==> src/rtl/uart_pkg.sv <==
// uart_pkg
// Shared definitions for the UART transmit scheduler.
//   uart_state_t          : frame sequencing states (IDLE/START/DATA/STOP)
//   DATA_BITS             : payload bits per frame
//   FAULT_TICKS           : DATA ticks allowed before the sender is declared stuck
//   DEFAULT_CLKS_PER_BIT  : default baud divisor (50 MHz / 115200)
//   TICK_CNT_W            : width of the per-state bit-period counter
package uart_pkg;

    typedef enum logic [1:0] {
        IDLE  = 2'd0,
        START = 2'd1,
        DATA  = 2'd2,
        STOP  = 2'd3
    } uart_state_t;

    localparam int DATA_BITS            = 8;
    localparam int FAULT_TICKS          = 9;
    localparam int DEFAULT_CLKS_PER_BIT = 434;

    // Must hold FAULT_TICKS-1 (DATA) and STOP_BITS-1 (STOP).
    localparam int TICK_CNT_W = $clog2(FAULT_TICKS + 1);

endpackage

==> src/rtl/uart_baud_gen.sv <==
// uart_baud_gen
// Bit-period divisor. Counts 0..CLKS_PER_BIT-1 while run is high and
// pulses tick on the last count of each period.
// Ports:
//   clk   in  : system clock
//   reset in  : asynchronous active-high reset
//   clear in  : synchronous clear of the counter (start of a new frame)
//   run   in  : counter advances while high
//   tick  out : one-cycle pulse per bit period while running
module uart_baud_gen
    import uart_pkg::*;
#(
    parameter int CLKS_PER_BIT = DEFAULT_CLKS_PER_BIT
) (
    input  logic clk,
    input  logic reset,
    input  logic clear,
    input  logic run,
    output logic tick
);

    localparam int CNT_W = $clog2(CLKS_PER_BIT);
    localparam logic [CNT_W-1:0] LAST = CNT_W'(CLKS_PER_BIT - 1);

    logic [CNT_W-1:0] count_reg;

    always_ff @(posedge clk or posedge reset) begin
        if (reset) begin
            count_reg <= '0;
        end else if (clear) begin
            count_reg <= '0;
        end else if (run) begin
            if (count_reg == LAST) begin
                count_reg <= '0;
            end else begin
                count_reg <= count_reg + CNT_W'(1);
            end
        end
    end

    assign tick = run && (count_reg == LAST);

endmodule

==> src/rtl/uart_tx_scheduler.sv <==
// uart_tx_scheduler
// Shares one byte-serial UART sender between N_REQ requesters in
// round-robin order, paces the sender with a baud tick and frames each
// byte on the line as start bit, 8 data bits (LSB first), stop bit(s).
// Ports:
//   clk, reset       : clock, asynchronous active-high reset
//   req[N_REQ]       : level requests, one per requester
//   req_data         : byte k at [8k+7:8k]
//   ack[N_REQ]       : one-hot pulse when a byte is latched
//   complete         : pulse at the end of the last stop bit
//   busy             : high whenever a frame is in progress
//   fault            : pulse when the sender never reports done
//   baud_tick        : one pulse per bit period, steps the sender
//   send_enable      : enable to the sender
//   data_to_send     : latched byte to the sender
//   sender_done      : done flag from the sender
//   sender_serial    : serial bit from the sender
//   tx               : UART line, idle high
module uart_tx_scheduler
    import uart_pkg::*;
#(
    parameter int N_REQ        = 4,
    parameter int CLKS_PER_BIT = DEFAULT_CLKS_PER_BIT,
    parameter int STOP_BITS    = 1
) (
    input  logic                       clk,
    input  logic                       reset,
    input  logic [N_REQ-1:0]           req,
    input  logic [DATA_BITS*N_REQ-1:0] req_data,
    output logic [N_REQ-1:0]           ack,
    output logic                       complete,
    output logic                       busy,
    output logic                       fault,
    output logic                       baud_tick,
    output logic                       send_enable,
    output logic [DATA_BITS-1:0]       data_to_send,
    input  logic                       sender_done,
    input  logic                       sender_serial,
    output logic                       tx
);

    localparam int PTR_W = $clog2(N_REQ);
    localparam logic [TICK_CNT_W-1:0] FAULT_LAST = TICK_CNT_W'(FAULT_TICKS - 1);
    localparam logic [TICK_CNT_W-1:0] STOP_LAST  = TICK_CNT_W'(STOP_BITS - 1);

    uart_state_t               state_reg, state_next;
    logic [TICK_CNT_W-1:0]     bit_cnt_reg, bit_cnt_next;
    logic [PTR_W-1:0]          rr_ptr_reg, rr_ptr_next;
    logic [DATA_BITS-1:0]      data_reg, data_next;
    logic [N_REQ-1:0]          ack_reg, ack_next;
    logic                      complete_reg, complete_next;
    logic                      fault_reg, fault_next;
    // Remembers that this frame timed out so its stop bit ends silently.
    logic                      faulted_reg, faulted_next;

    logic                      baud_clear;
    logic                      baud_run;
    logic                      tick;

    // ------------------------------------------------------------------
    // Request bytes as an array so the granted byte is a simple index.
    // ------------------------------------------------------------------
    logic [DATA_BITS-1:0] req_bytes [N_REQ];

    generate
        for (genvar gi = 0; gi < N_REQ; gi++) begin : g_unpack
            assign req_bytes[gi] = req_data[DATA_BITS*gi +: DATA_BITS];
        end
    endgenerate

    // ------------------------------------------------------------------
    // Round-robin search: first high request at or above rr_ptr, wrapping.
    // Scanning offsets from high to low lets the smallest offset win.
    // ------------------------------------------------------------------
    logic             grant_valid;
    logic [PTR_W-1:0] grant_idx;
    logic [PTR_W:0]   cand;

    always_comb begin
        grant_valid = 1'b0;
        grant_idx   = '0;
        cand        = '0;
        for (int i = N_REQ - 1; i >= 0; i--) begin
            cand = {1'b0, rr_ptr_reg} + (PTR_W+1)'(i);
            if (cand >= (PTR_W+1)'(N_REQ)) begin
                cand = cand - (PTR_W+1)'(N_REQ);
            end
            if (req[cand[PTR_W-1:0]]) begin
                grant_valid = 1'b1;
                grant_idx   = cand[PTR_W-1:0];
            end
        end
    end

    // ------------------------------------------------------------------
    // Baud generator: runs for the whole frame, restarted on each grant.
    // ------------------------------------------------------------------
    assign baud_run = (state_reg != IDLE);

    uart_baud_gen #(
        .CLKS_PER_BIT(CLKS_PER_BIT)
    ) u_baud_gen (
        .clk   (clk),
        .reset (reset),
        .clear (baud_clear),
        .run   (baud_run),
        .tick  (tick)
    );

    // ------------------------------------------------------------------
    // State register
    // ------------------------------------------------------------------
    always_ff @(posedge clk or posedge reset) begin
        if (reset) begin
            state_reg    <= IDLE;
            bit_cnt_reg  <= '0;
            rr_ptr_reg   <= '0;
            data_reg     <= '0;
            ack_reg      <= '0;
            complete_reg <= 1'b0;
            fault_reg    <= 1'b0;
            faulted_reg  <= 1'b0;
        end else begin
            state_reg    <= state_next;
            bit_cnt_reg  <= bit_cnt_next;
            rr_ptr_reg   <= rr_ptr_next;
            data_reg     <= data_next;
            ack_reg      <= ack_next;
            complete_reg <= complete_next;
            fault_reg    <= fault_next;
            faulted_reg  <= faulted_next;
        end
    end

    // ------------------------------------------------------------------
    // Next-state logic. Pulse outputs are registered so they line up with
    // the state change that causes them (ack with START entry, complete
    // with IDLE entry, fault with STOP entry).
    // ------------------------------------------------------------------
    always_comb begin
        state_next    = state_reg;
        bit_cnt_next  = bit_cnt_reg;
        rr_ptr_next   = rr_ptr_reg;
        data_next     = data_reg;
        ack_next      = '0;
        complete_next = 1'b0;
        fault_next    = 1'b0;
        faulted_next  = faulted_reg;
        baud_clear    = 1'b0;

        unique case (state_reg)
            IDLE: begin
                if (grant_valid) begin
                    data_next           = req_bytes[grant_idx];
                    ack_next[grant_idx] = 1'b1;
                    rr_ptr_next         = (grant_idx == PTR_W'(N_REQ - 1)) ?
                                          '0 : grant_idx + PTR_W'(1);
                    baud_clear          = 1'b1;
                    bit_cnt_next        = '0;
                    faulted_next        = 1'b0;
                    state_next          = START;
                end
            end
            START: begin
                if (tick) begin
                    bit_cnt_next = '0;
                    state_next   = DATA;
                end
            end
            DATA: begin
                if (tick) begin
                    // sender_done is the sender's registered flag, so here it
                    // reflects the previous period: data[7] has had its full bit.
                    if (sender_done) begin
                        bit_cnt_next = '0;
                        state_next   = STOP;
                    end else if (bit_cnt_reg == FAULT_LAST) begin
                        fault_next   = 1'b1;
                        faulted_next = 1'b1;
                        bit_cnt_next = '0;
                        state_next   = STOP;
                    end else begin
                        bit_cnt_next = bit_cnt_reg + TICK_CNT_W'(1);
                    end
                end
            end
            STOP: begin
                if (tick) begin
                    if (bit_cnt_reg == STOP_LAST) begin
                        complete_next = !faulted_reg;
                        bit_cnt_next  = '0;
                        state_next    = IDLE;
                    end else begin
                        bit_cnt_next = bit_cnt_reg + TICK_CNT_W'(1);
                    end
                end
            end
            default: state_next = IDLE;
        endcase
    end

    // ------------------------------------------------------------------
    // Line and sender control decode straight from the state register so
    // an asynchronous reset returns the line to idle without a clock edge.
    // ------------------------------------------------------------------
    always_comb begin
        tx          = 1'b1;
        send_enable = 1'b0;
        unique case (state_reg)
            START: begin
                tx          = 1'b0;
                send_enable = 1'b1;
            end
            DATA: begin
                tx          = sender_serial;
                send_enable = 1'b1;
            end
            default: begin
                tx          = 1'b1;
                send_enable = 1'b0;
            end
        endcase
    end

    assign busy         = (state_reg != IDLE);
    assign baud_tick    = tick;
    assign ack          = ack_reg;
    assign complete     = complete_reg;
    assign fault        = fault_reg;
    assign data_to_send = data_reg;

endmodule
==> config.mk <==
export PLATFORM = sky130hd
export DESIGN_NAME = uart_tx_scheduler
export DESIGN_NICKNAME = d
export VERILOG_FILES = /design/src/rtl/uart_pkg.sv /design/src/rtl/uart_baud_gen.sv /design/src/rtl/uart_tx_scheduler.sv
export SDC_FILE = /design/constraint.sdc
export NUM_CORES = 1
export LEC_CHECK = 0
export CAP_MARGIN = 20
export CORE_MARGIN = 2
export CORE_UTILIZATION = 37
export CTS_BUF_LIST = sky130_fd_sc_hd__clkbuf_8
export CTS_CLUSTER_SIZE = 16
export DETAILED_ROUTE_END_ITERATION = 16
export PLACE_DENSITY_LB_ADDON = 0.3
export SETUP_SLACK_MARGIN = 0.05
export SLEW_MARGIN = 20
export SYNTH_ARGS = -nofsm -noshare
export SYNTH_HDL_FRONTEND = slang
export SYNTH_HIERARCHICAL = 1
export SYNTH_SLANG_ARGS = --single-unit
==> constraint.sdc <==
create_clock -name clk -period 3.1 [get_ports clk]
set_clock_uncertainty 0.1 [all_clocks]
set_input_delay 0.31 -clock clk [delete_from_list [all_inputs] [get_ports clk]]
set_output_delay 0.31 -clock clk [all_outputs]
set_load 0.01 [all_outputs]
Word-level counts from Yosys, hierarchy flattened
Index checks and enable logic that the tools add are counted.

Bits in registers: 32. Logic and storage cells: 121.

Bitwise gates (word level): 1. $add $sub $neg: 10. $lt $le $gt $ge: 11. Equal/unequal tests: 14. Reduce and logical (&&, ||, !) cells: 13. Mux-type cells: 63.

Operator list (number): $mux W4 (9); $mux W2 (16); $mux W9 (3); $mux W1 (23); $bmux W8 S2 (1); $mux W8 (2); $pmux W4 S4 (1); $lt A2 B3 Y1 const B (5); $ne A2 B2 Y1 const B (7); $ge A3 B3 Y1 const B (4); $add A9 B1 Y9 const B (1); $eq A9 B9 Y1 const B (1); $bmux W1 S2 (4); $pmux W2 S4 (1); $sub A2 B1 Y2 const B (4); $add A2 B2 Y3 const B (2); $eq A2 B2 Y1 const B (3); $reduce_and A6 Y1 (1); $reduce_bool A2 Y1 (3); $reduce_and A5 Y1 (1); $add A4 B1 Y4 const B (1); $eq A4 B4 Y1 const B (1); $logic_not A4 Y1 (1); $pmux W1 S2 (2); other kinds (14) (15).

Longest topological paths before layout
Depth after elaboration: 15. Mapped depth: 11.

Cells and area by module
Netlist, hierarchy kept.

Modules (own cells, without submodules): uart_tx_scheduler (times used 1, cells an instance 134, area each 1330.0 µm²); uart_baud_gen (times used 1, cells an instance 54, area each 531.8 µm²).

Least setup slack after synthesis
Ideal clock, no wire load.

Kind: reg-to-reg. Start point: register state_reg[0]. End point: register bit_cnt_reg[3]. Data required time: 2.905 ns. Arrival time: 2.248 ns. Cell stages (with the launch flop): 10. Clock period less this slack: 2.443 ns. Setup slack: 0.657 ns. Buffers on the path: 1. Cells stage by stage: dfrtp_1 > inv_1 > ha_1 > inv_1 > buf_6 > inv_1 > nor3_1 > o21ai_0 > or2_2 > o31ai_1.

Longest elaborated chain between the ends: 4.

RTL lines: start: declaration (RTL line uart_tx_scheduler.sv:46) `uart_state_t state_reg, state_next;`; start signal: assignment (RTL line uart_tx_scheduler.sv:124) `state_reg <= state_next;`; $reduce_bool A2 Y1 *; named net busy (RTL line uart_tx_scheduler.sv:32) `output logic busy,`; $logic_and A1 B1 Y1 * (RTL line uart_baud_gen.sv:41) `assign tick = run && (count_reg == LAST);`; named net baud_tick (RTL line uart_tx_scheduler.sv:34) `output logic baud_tick,`; $ne A2 B2 Y1 (no source line); $reduce_and A4 Y1 (no source line) *; end signal: assignment (RTL line uart_tx_scheduler.sv:125) `bit_cnt_reg <= bit_cnt_next;`; end: declaration (RTL line uart_tx_scheduler.sv:47) `logic [TICK_CNT_W-1:0] bit_cnt_reg, bit_cnt_next;`.

Mark *: on every way through the listed nets, which the timed path passes. The rest lies on a longest branch. A chain may end at the register's enable or synchronous reset.

Worst setup path after layout
Start point: register state_reg[0]. End point: output port baud_tick.

Longest elaborated chain between the ends: 2.

RTL lines: $reduce_bool A2 Y1 (RTL line uart_tx_scheduler.sv:98) `assign baud_run = (state_reg != IDLE);`; $logic_and A1 B1 Y1 (RTL line uart_baud_gen.sv:41); end: declaration (RTL line uart_tx_scheduler.sv:34).

No other way between the ends.

==> impl_metrics.ini <==
[cts]
hold_buffers = 0
cts_buffers = 5
root_buffer = clkbuf_8
cts.sinks = 32
clk_pin_slew_ns = 0.06
cts_tree = done
htree_levels = 2
clockBufferDepth = 2
cts.repair.resized = 0
postCtsSetupBuffers = 0
clkLatencyLatePin_ns = 0.28

[final_layout]
drive_gt1_share_pct = 6.000
ff_latch_area_um2 = 800.8
diodes = 0
areaGrowthSynthToFinish_pct = 37.63
post-route-util_pct = 53.54
fin_nets = 299
multi_input_area_um2 = 950.9
fillers = 473
final-instance-count-excl-fill = 317
largest_reg_flops = 9

[routing]
drc_errors = 0
drt_iter0_markers = 108
ant_nets = 0
drtPass1Iterations = 4
viasPerCell = 4.905
drt-total-wl_um = 4146
wl_per_cell_um = 13.08
route.vias.total = 1555

[global_route]
grt_pass1_wl_um = 6872
grt_max_degree = 24
grt_pass1_vias = 1446
track_usage_pct = 15.98
antenna_found_initial = 0
grt_overflow = 0

[yosys]
synth_edf_count = 0
synth-async-reset-ratio_pct = 100.0
synth_cells = 188
ys_ff_latch = 32
synth_cell_types = 39
yosys_warnings = 6
syn_nets = 237
ys_top_cells_by_area = dfrtp_1, mux2i_1, ha_1
ys.flop_type = dfrtp_1
netlist_area_mm2 = 0.001862
synth_top_area_cell = dfrtp_1
synth_top_area_share_pct = 43.01
yosysSeqAreaShare_pct = 43.01
syn_area_per_cell_um2 = 9.903

[critical_path]
r2r_end = bit_cnt_reg[3]$_DFFE_PP0P_
cp_data_required_time_ns = 2.69
cp-start-kind = flop
critical_path_class = flop to primary output
cp_cell_sequence = inv_1, ha_1, inv_1, inv_1, nor3_1, clkdlybuf4s50_1
reg2regPathDepth = 8
timing.rr.start = state_reg[0]$_DFFE_PP0P_
cpPeakStageDelay_ns = 0.64
cp_slowest_cell = clkdlybuf4s50_1
worstSetupEndpointType = primary output
worstPathArrival_ns = 2.37
cp_common_cell = inv_1
reg2reg_setup_slack_ns = 0.50
crit_path_max_fanout = 10

[flow_run]
drv_cap = 0

[power_and_ir_drop]
power.leakage_nw = 1.202
cellPowerDensity_mw_per_mm2 = 313.2
ir_worst_vdd_uv = 168.6

[place]
dpl.cell_count = 310
place.gp.congestion = 0.7901
hpwl_um = 3213
io_buffers = 57

[timing]
finalHoldViolCount = 0
finalCritPeriodShare_pct = 89.83
period_minus_slack_ns = 2.785
fmax_ghz = 0.3591
setup_tns_ns = 0
rsz0062_at_grt = false
worst_pin_slew_ns = 0.8738
slew-limit-headroom_pct = 41.68
slew_viol_final = 0
setup_viol = 0

[floorplan]
die_h_um = 74.94
start_util_pct = 38.90
die_width_um = 74.94
core_area_mm2 = 0.004786
io_pins = 58
std_cell_rows = 25
design.die.area_mm2 = 0.005615

[outcome]
status = completed

[worst_hold_path]
min_path_type = primary input to asynchronous set/reset pin
## report_power, final
part | internal [mW] | switching, mW
clock network | 0.149 | 0.142
registers | 0.418 | 0
logic | 0.0602 | 0.0333
total | 0.627 | 0.176
## Yosys cell counts (4+ instances only)
| cell type | number |
|---|---|
| a21oi_1 | 9 |
| or3_1 | 4 |
| dfrtp_1 | 32 |
| ha_1 | 9 |
| o221ai_1 | 8 |
| inv_1 | 17 |
| nor2b_1 | 4 |
| mux2i_1 | 17 |
| o21ai_0 | 12 |
| nand2b_1 | 4 |
| nor2_1 | 12 |
| nand2_1 | 21 |
## worst max-delay path, delay by kind of cell (launching register included)
family,cells,cell delay (ns)
AND/OR/NAND/NOR,1,0.35
adder cells (fa/ha/maj),1,0.24
flip-flops,1,0.37
buffers and inverters,4,1.14
## placed cells by master (no fill, tap or decap), types with 2 or more instances in the layout
master,count
ha_1,9
nand2b_1,4
o221ai_1,8
clkdlybuf4s50_1,57
nor3_1,3
xor2_1,2
nand3_1,2
a21oi_1,9
o2111ai_1,3
or3_1,4
nand2_1,21
dfrtp_1,32
o31ai_1,2
or2b_1,2
buf_4,2
nor2_1,12
and3_1,2
inv_1,18
mux2i_1,17
clkbuf_8,5
nor2b_1,4
o21ai_0,12
and2_1,2
o32ai_1,2
## logic make-up (layout without fill, tap and decap cells)
logic type / count (synthesis) / in the layout / share of synthesized area, %
AOI/OAI and AO/OA: 41 / 41 / 15.79
xor gates and xnor gates: 3 / 3 / 1.412
muxes: 18 / 18 / 9.744
DFF: 32 / 32 / 43.01
and+or+nand+nor: 64 / 64 / 18.08
adders and majority gates: 9 / 9 / 6.048
buffers and inverters: 21 / 83 / 5.914
## area by class of cell
| cell class | instances | share of cell area (%) |
|---|---|---|
| Multi-Input combinational cell | 135 | 37.11 |
| Sequential cell | 32 | 31.25 |
| Timing Repair Buffer | 59 | 22.85 |
| Tap cell | 67 | 3.271 |
| Clock buffer | 5 | 2.686 |
| Inverter | 17 | 2.490 |
| Clock inverter | 2 | 0.3418 |
## routing by layer
metal | GRT usage, % | wire length (um) | vias up
met1 | 23.08 | 2009 | 732
met3 | 4.552 | 160 | 5
met5 | 0 | 0 | -
met2 | 23.59 | 1927 | 24
li1 | - | - | 794
met4 | 4.167 | 49 | 0
## metrics by stage
stage	hold WS, ns	setup slack (ns)	instance area [um^2]	power (mW)
6_report	0.2185	0.3154	2562	0.8026
5_1_grt	0.2620	0.1401	2562	0.8444
4_1_cts	0.2295	0.3035	2562	0.8164
3_5_place_dp	0.3802	0.4650	2485	0.5201
3_3_place_gp	0.3719	0.6716	2485	0.5199
2_1_floorplan	0.03792	0.6570	1862	0.4670
## worst max-delay path by stage
stage	startpoint	endpoint	slack, ns	cells past startpoint
finish	state_reg[0]$_DFFE_PP0P_	baud_tick	0.32	6
global route	state_reg[0]$_DFFE_PP0P_	baud_tick	0.14	6
CTS	state_reg[0]$_DFFE_PP0P_	baud_tick	0.30	6
detailed placement	state_reg[0]$_DFFE_PP0P_	bit_cnt_reg[3]$_DFFE_PP0P_	0.46	8
global placement	state_reg[0]$_DFFE_PP0P_	bit_cnt_reg[3]$_DFFE_PP0P_	0.67	8
floorplan	state_reg[0]$_DFFE_PP0P_	bit_cnt_reg[3]$_DFFE_PP0P_	0.66	9
Power figures use the tool's default switching activity.
